### src/rtl/pipeline_hazard_scoreboard.sv
// pipeline_hazard_scoreboard
// Hazard and forwarding controller for the 5-stage RISC-V pipeline. Keeps a shadow copy of the
// E/M/W destination state and produces stall, flush and E-stage forwarding selects.
// Optional variable-latency execute (MUL/DIV) support is compiled in when HAZARD_MC_EN is defined.
module pipeline_hazard_scoreboard #(
    parameter int unsigned REG_AW = 5,
    parameter int unsigned MC_LAT = 4,
    parameter int unsigned CNT_W  = 3
) (
    input  logic              clk,
    input  logic              rst,
    input  logic              validD,
    input  logic [REG_AW-1:0] rs1D,
    input  logic [REG_AW-1:0] rs2D,
    input  logic [REG_AW-1:0] rdD,
    input  logic              regWriteD,
    input  logic              loadD,
    input  logic              mcD,
    input  logic [1:0]        PCSrcE,
    output logic              stallF,
    output logic              stallD,
    output logic              stallE,
    output logic              flushD,
    output logic              flushE,
    output logic [1:0]        forwardAE,
    output logic [1:0]        forwardBE,
    output logic              mcStartE,
    output logic              mcBusy
);

    // Shadow pipeline state
    logic              validE;
    logic [REG_AW-1:0] rs1E;
    logic [REG_AW-1:0] rs2E;
    logic [REG_AW-1:0] rdE;
    logic              regWriteE;
    logic              loadE;

    logic              validM;
    logic [REG_AW-1:0] rdM;
    logic              regWriteM;

    logic              validW;
    logic [REG_AW-1:0] rdW;
    logic              regWriteW;

    logic              busy;
    logic              loadUse;
    logic              redirect;

    logic              hitM1;
    logic              hitM2;
    logic              hitW1;
    logic              hitW2;

    // x0 never matches, so a write to x0 is never forwarded.
    assign hitM1 = validM && regWriteM && (rdM != '0) && (rdM == rs1E);
    assign hitM2 = validM && regWriteM && (rdM != '0) && (rdM == rs2E);
    assign hitW1 = validW && regWriteW && (rdW != '0) && (rdW == rs1E);
    assign hitW2 = validW && regWriteW && (rdW != '0) && (rdW == rs2E);

    // Operand selects: M result has priority over W result
    always_comb begin
        forwardAE = 2'b00;
        forwardBE = 2'b00;
        if (hitM1) begin
            forwardAE = 2'b10;
        end else if (hitW1) begin
            forwardAE = 2'b01;
        end
        if (hitM2) begin
            forwardBE = 2'b10;
        end else if (hitW2) begin
            forwardBE = 2'b01;
        end
    end

    // Load-use and redirect detection; both are suppressed while the multi-cycle unit is busy
    always_comb begin
        loadUse  = 1'b0;
        redirect = 1'b0;
        if (!busy) begin
            loadUse  = validE && loadE && (rdE != '0) && validD &&
                       ((rdE == rs1D) || (rdE == rs2D));
            redirect = validE && (PCSrcE != 2'b00);
        end
        stallF = busy || (loadUse && !redirect);
        stallD = busy || (loadUse && !redirect);
        flushD = redirect;
        flushE = redirect || loadUse;
    end

    // E stage: hold while busy, insert a clean bubble on flush, otherwise take D
    always_ff @(posedge clk or negedge rst) begin
        if (!rst) begin
            validE    <= 1'b0;
            rs1E      <= '0;
            rs2E      <= '0;
            rdE       <= '0;
            regWriteE <= 1'b0;
            loadE     <= 1'b0;
        end else if (!stallE) begin
            if (flushE) begin
                validE    <= 1'b0;
                rs1E      <= '0;
                rs2E      <= '0;
                rdE       <= '0;
                regWriteE <= 1'b0;
                loadE     <= 1'b0;
            end else begin
                validE    <= validD;
                rs1E      <= rs1D;
                rs2E      <= rs2D;
                rdE       <= rdD;
                regWriteE <= regWriteD;
                loadE     <= loadD;
            end
        end
    end

    // M and W stages: a bubble enters M while E is still occupied
    always_ff @(posedge clk or negedge rst) begin
        if (!rst) begin
            validM    <= 1'b0;
            rdM       <= '0;
            regWriteM <= 1'b0;
            validW    <= 1'b0;
            rdW       <= '0;
            regWriteW <= 1'b0;
        end else begin
            validM    <= validE && !stallE;
            rdM       <= rdE;
            regWriteM <= regWriteE;
            validW    <= validM;
            rdW       <= rdM;
            regWriteW <= regWriteM;
        end
    end

`ifdef HAZARD_MC_EN
    typedef enum logic {StIdle, StBusy} mcState_t;

    mcState_t          mcState;
    logic [CNT_W-1:0]  mcCnt;
    logic              mcStartQ;
    logic              mcEnter;

    // A multi-cycle instruction actually moves from D into E on this edge
    assign mcEnter = validD && mcD && !stallE && !flushE;

    // Multi-cycle occupancy FSM; the counter holds the remaining extra E cycles
    always_ff @(posedge clk or negedge rst) begin
        if (!rst) begin
            mcState  <= StIdle;
            mcCnt    <= '0;
            mcStartQ <= 1'b0;
        end else begin
            mcStartQ <= mcEnter;
            unique case (mcState)
                StIdle: begin
                    if (mcEnter && (MC_LAT > 1)) begin
                        mcState <= StBusy;
                        mcCnt   <= CNT_W'(MC_LAT - 1);
                    end
                end
                StBusy: begin
                    if (mcCnt == CNT_W'(1)) begin
                        mcState <= StIdle;
                        mcCnt   <= '0;
                    end else begin
                        mcCnt <= mcCnt - CNT_W'(1);
                    end
                end
                default: begin
                    mcState <= StIdle;
                    mcCnt   <= '0;
                end
            endcase
        end
    end

    assign mcBusy   = (mcState == StBusy);
    assign mcStartE = mcStartQ;
    assign stallE   = mcBusy;
    assign busy     = mcBusy;
`else
    // Every instruction spends one cycle in E; the multi-cycle flag is not consulted.
    logic unusedMcD;
    localparam int unsigned unusedCfg = MC_LAT + CNT_W;

    assign unusedMcD = mcD;
    assign mcBusy    = 1'b0;
    assign mcStartE  = 1'b0;
    assign stallE    = 1'b0;
    assign busy      = 1'b0;
`endif

endmodule

### config.mk
export PLATFORM = sky130hd
export DESIGN_NAME = pipeline_hazard_scoreboard
export DESIGN_NICKNAME = d
export VERILOG_FILES = /design/src/rtl/pipeline_hazard_scoreboard.sv
export SDC_FILE = /design/constraint.sdc
export NUM_CORES = 1
export LEC_CHECK = 0
export ABC_AREA = 1
export BUFFER_PORTS_ARGS = -buffer_cell sky130_fd_sc_hd__buf_4
export CAP_MARGIN = 0
export CORE_MARGIN = 2
export CORE_UTILIZATION = 52
export DETAILED_ROUTE_END_ITERATION = 10
export PLACE_DENSITY_LB_ADDON = 0.2
export SYNTH_ARGS = -nofsm -noshare
export SYNTH_HDL_FRONTEND = slang
export SYNTH_SLANG_ARGS = --single-unit
### constraint.sdc
create_clock -name clk -period 1.6 [get_ports clk]
set_input_delay 0.32 -clock clk [delete_from_list [all_inputs] [get_ports clk]]
set_output_delay 0.32 -clock clk [all_outputs]
set_load 0.1 [all_outputs]
-- Word-level counts from Yosys, hierarchy flattened
Cells that the tools add are included.
- flip-flop bits (word level): 32
- bits of input ports: 23
- word-level logic and storage cells: 49
- eq/ne operators: 6
- multiplexer cells: 10
- reductions and logical operators: 21
- operators with widths (cell ; count):
    == test 5 bit ; 6
    2-to-1 mux 5 bit ; 3
    nonzero test 5 bit ; 3
    logical AND 1 bit ; 14
    2-to-1 mux 1 bit ; 5
    2-to-1 mux 2 bit ; 2
    logical OR 1 bit ; 2
    nonzero test 2 bit ; 1
    logical NOT 1 bit ; 1

-- Logic depth before layout (Yosys ltp)
- depth in word-level cells: 6
- mapped depth: 10
- mapped depth without buffers: 9

-- Worst setup path before layout
No wires, ideal clock.
- path type: input -> output
- start point: input PCSrcE[1]
- end point: output stallF
- arrival: 3091 ps
- required time: 1280 ps
- path slack: -1811 ps
- stages on the path: 4
- cell sequence: o21ai_0 inv_1 nor2_1 buf_4
- word-level cells in the longest chain between the ends: 4
- ends and longest elaborated chain (what ; line ; source):
    start: declaration ; 19 ; input logic [1:0] PCSrcE,
    nonzero test 2 bit ; 85 ; redirect = validE && (PCSrcE != 2'b00);
    logical AND 1 bit ; 85 ;
    net flushD ; 23 ; output logic flushD,
    logical NOT 1 bit ; - ;
    logical AND 1 bit ; - ;
    end: declaration ; 20 ; output logic stallF,
The timed path passes the listed nets, and every way through them passes these cells.

-- Worst setup path in the final report
- start point: register rdE[1]
- end point: output stallF
- word-level cells in the longest chain between the ends: 5
- elaborated cells between the ends (all ways): 8
- classes of those cells: 2 x eq/ne; 6 x reduce/logical
- ends and longest elaborated chain (what ; line ; source):
    start: declaration ; 35 ; logic [REG_AW-1:0] rdE;
    start signal: assignment ; 114 ; rdE <= rdD;
    nonzero test 5 bit ; 83 ; loadUse = validE && loadE && (rdE != '0) && validD &&
    logical AND 1 bit (2 in a row) ; 83 ;
    logical AND 1 bit (*) ; 83 ;
    logical AND 1 bit (*) ; 87 ; stallF = busy || (loadUse && !redirect);
Mark *: on every way between the ends. The rest lies on a longest branch, timed or not.

==> flow_metrics.tcl <==
set metrics [dict create \
    status "finished, violations left" \
    violations "negative setup slack" \
    seq_power_share_pct 52.4 \
    postRouteAntennaNets 0 \
    busiest_layer "met2" \
    utilization_pct 73.4 \
    p_sw_share_pct 30.1 \
    critPathRequiredTime_ns 1.28 \
    grt_max_degree 33 \
    yosys.area_share.adder_pct 0 \
    ys_types 16 \
    powerDensity_nw_per_um2 892 \
    rows 19 \
    hold_path_class "primary input to flop" \
    p_leak_uw 0.00103 \
    synth_compound_area_share_pct 0.339 \
    die_w_um 57.3 \
    critPathMaxFanout 4 \
    synth_top_family_by_area "simple AND/OR/NAND/NOR gates" \
    drive_above_1_share_pct 32.4 \
    gr-usage-met3_pct 8.39 \
    arrival_ns 1.71 \
    synth_top_cell_by_area "dfrtp_1" \
    place_area_sq_um 1790 \
    wirelength_um 2960 \
    grtUsageMet1_pct 23.8 \
    tritoncts "built" \
    syn2layout_area_growth_pct 36.0 \
    gp_congestion 0.862 \
    clkPwrFrac_pct 26.1 \
    antenna_found_initial 0 \
    period_needed_ns 2.03 \
    syn-cell-area_sq_um 1480 \
    die_y_um 57.3 \
    cp-start-kind "flop" \
    peakVddDrop_v 0.000786 \
    use_met2_pct 35.3 \
    grt_setup_unrepaired "yes" \
    seq_area_frac_synth_pct 54.3 \
    clockBufferDepth 2 \
    grt_pass1_vias 1190 \
    end_kind "primary output" \
    route.detailed.drc 0 \
    stdcell_area_sq_um 2010 \
    first_pass_iters 4 \
    max_freq_mhz 493 \
    synth-xor-area-share_pct 13.1 \
    path_class "flop to primary output" \
    switchingPower_uw 538 \
    p_int_uw 1250 \
    hold_violations 0 \
    io_pins 34 \
    synth-seq-cells 32 \
    drt_iter0_drc 16 \
    gr-total-overflow 0 \
    layout.nets 229 \
    diodes 0 \
    core_area_sq_um 2730 \
    grt_pass1_wl_um 5120 \
    synthSimpleGateAreaFrac_pct 21.6 \
    viasPerCell 4.78 \
    dieArea_sq_um 3280 \
    clkTransAtPathRegs_ns 0.09 \
    port_buffers 29 \
    wl_per_cell_um 12.4 \
    worst_clock_skew_ns 0.00649 \
    combPwrFrac_pct 21.5 \
    synth_top_area_share_pct 54.3 \
    syn_area_per_cell_sq_um 8.99 \
    fin_crit_sh_pct 127 \
    drv_cap 0 \
    yosys_warnings 0 \
    fillers 193 \
    vias 1137 \
    drv_slew 0 \
    layout_setup_ws_ns -0.427 \
    clock_latency_ns 0.33 \
    h-tree-depth 2 \
    initial_core_util_pct 54.0 \
    synth_area_leaders "dfrtp_1 (54%), xnor2_1 (8.3%), nor2_1 (7.9%)" \
    synth.area.mux_share_pct 0 \
    setup_viol_count_final 7 \
    hpwl_um 2170 \
    synthCells 164 \
    grtUsageTotal_pct 21.3 \
    numClockSinks 32 \
    root_buffer "clkbuf_4" \
    cts_buffers 5 \
]
==> flip-flops by register name (all words and copies together), names as in the netlist, 5 cells and up <==
name,flops
rs2E,5
rdW,5
rdE,5
rs1E,5
rdM,5
==> power groups by stage <==
stage	clock, uW	sequential [uW]	combinational, uW
floorplan	0	935	239
global placement	0	945	330
detailed placement	0	952	341
CTS	485	935	374
global route	533	947	421
finish	467	939	385
==> critical path, stage by stage (launching register included) <==
cell and delay (ns):
dfrtp_1 0.43, inv_2 0.08, nand2_2 0.07, nand2_2 0.05
nor2_2 0.12, nand3_1 0.09, nand2_1 0.09, nand2_2 0.08
nor2_4 0.18, buf_12 0.19
==> metal layers <==
metal	vias up	part of all wire (%)	wire length, um
met3	8	4.5	132
li1	568	-	-
met4	0	2.2	64
met2	37	55	1630
met5	-	0	0
met1	524	38	1130
==> synthesized netlist by cell type, drive strengths merged <==
cell	number
xor2	8
dfrtp	32
o21ai	1
nor2	32
nand3	5
nor3	5
xnor2	14
inv	26
nand4	5
conb	1
buf	7
nand2	28
==> worst paths after layout <==
check / from / to / slack (ns) / cells past startpoint
worst max-delay path: rdE[1] / stallF / -0.43 / 9
worst min-delay path: rdD[2] / rdE[2] / 0.20 / 3
worst max register to register: rdE[1] / regWriteE / 0.11 / 10
worst min register to register: regWriteE / regWriteM / 0.37 / 0
max in group asynchronous: rst / rdE[0] / 0.85 / 2
min in group asynchronous: rst / rs1E[2] / 0.45 / 2
==> area by class of cell <==
class | count | area (sq um) | share of cell area (%)
clock buffer | 8 | 58.8 | 2.93
inverter | 26 | 101 | 5.05
multi-input combinational | 101 | 602 | 30.0
sequential | 32 | 803 | 40.0
tap | 31 | 38.8 | 1.93
timing repair buffer | 40 | 403 | 20.1
==> layout by cell type (no fill, tap or decap), drive strengths merged <==
| cell | synthesis | final |
|---|---|---|
| dfrtp | 32 | 32 |
| nand2 | 28 | 28 |
| inv | 26 | 25 |
| o21ai | 1 | 1 |
| xnor2 | 14 | 14 |
| nor3 | 5 | 5 |
| nand3 | 5 | 5 |
| xor2 | 8 | 8 |
| nor2 | 32 | 32 |
| clkinvlp | 0 | 1 |
| conb | 1 | 3 |
| nand4 | 5 | 5 |
| clkbuf | 0 | 8 |
| buf | 7 | 39 |
| dlygate4sd3 | 0 | 1 |
==> per-stage QoR <==
step | TNS, ns | cells | total power, uW | hold slack, ns | setup slack, ns
3_5_place_dp | -0.578 | 228 | 1290 | 0.271 | -0.108
6_report | -2.48 | 238 | 1790 | 0.199 | -0.427
5_1_grt | -3.24 | 238 | 1900 | 0.184 | -0.522
3_3_place_gp | -0.231 | 228 | 1270 | 0.265 | -0.0592
2_1_floorplan | -1.20 | 166 | 1170 | 0.0244 | -0.661
4_1_cts | -2.52 | 237 | 1790 | 0.184 | -0.401
==> logic make-up after synthesis <==
family	Yosys count
AO/OA/AOI/OAI	1
XOR/XNOR	22
buffers and inverters	33
flip-flops	32
other	1
AND/OR/NAND/NOR	75
==> timing repair <==
action | 4_1_cts | 5_1_grt
gates cloned | 0 | 0
resized for setup | 30 | 10
hold buffers | 1 | 0
endpoints found under the hold margin | 32 | 0
setup endpoints to repair | 8 | 26
pin swaps | 8 | 4
setup buffers | 2 | 1
(Power assumes the default switching activity.)
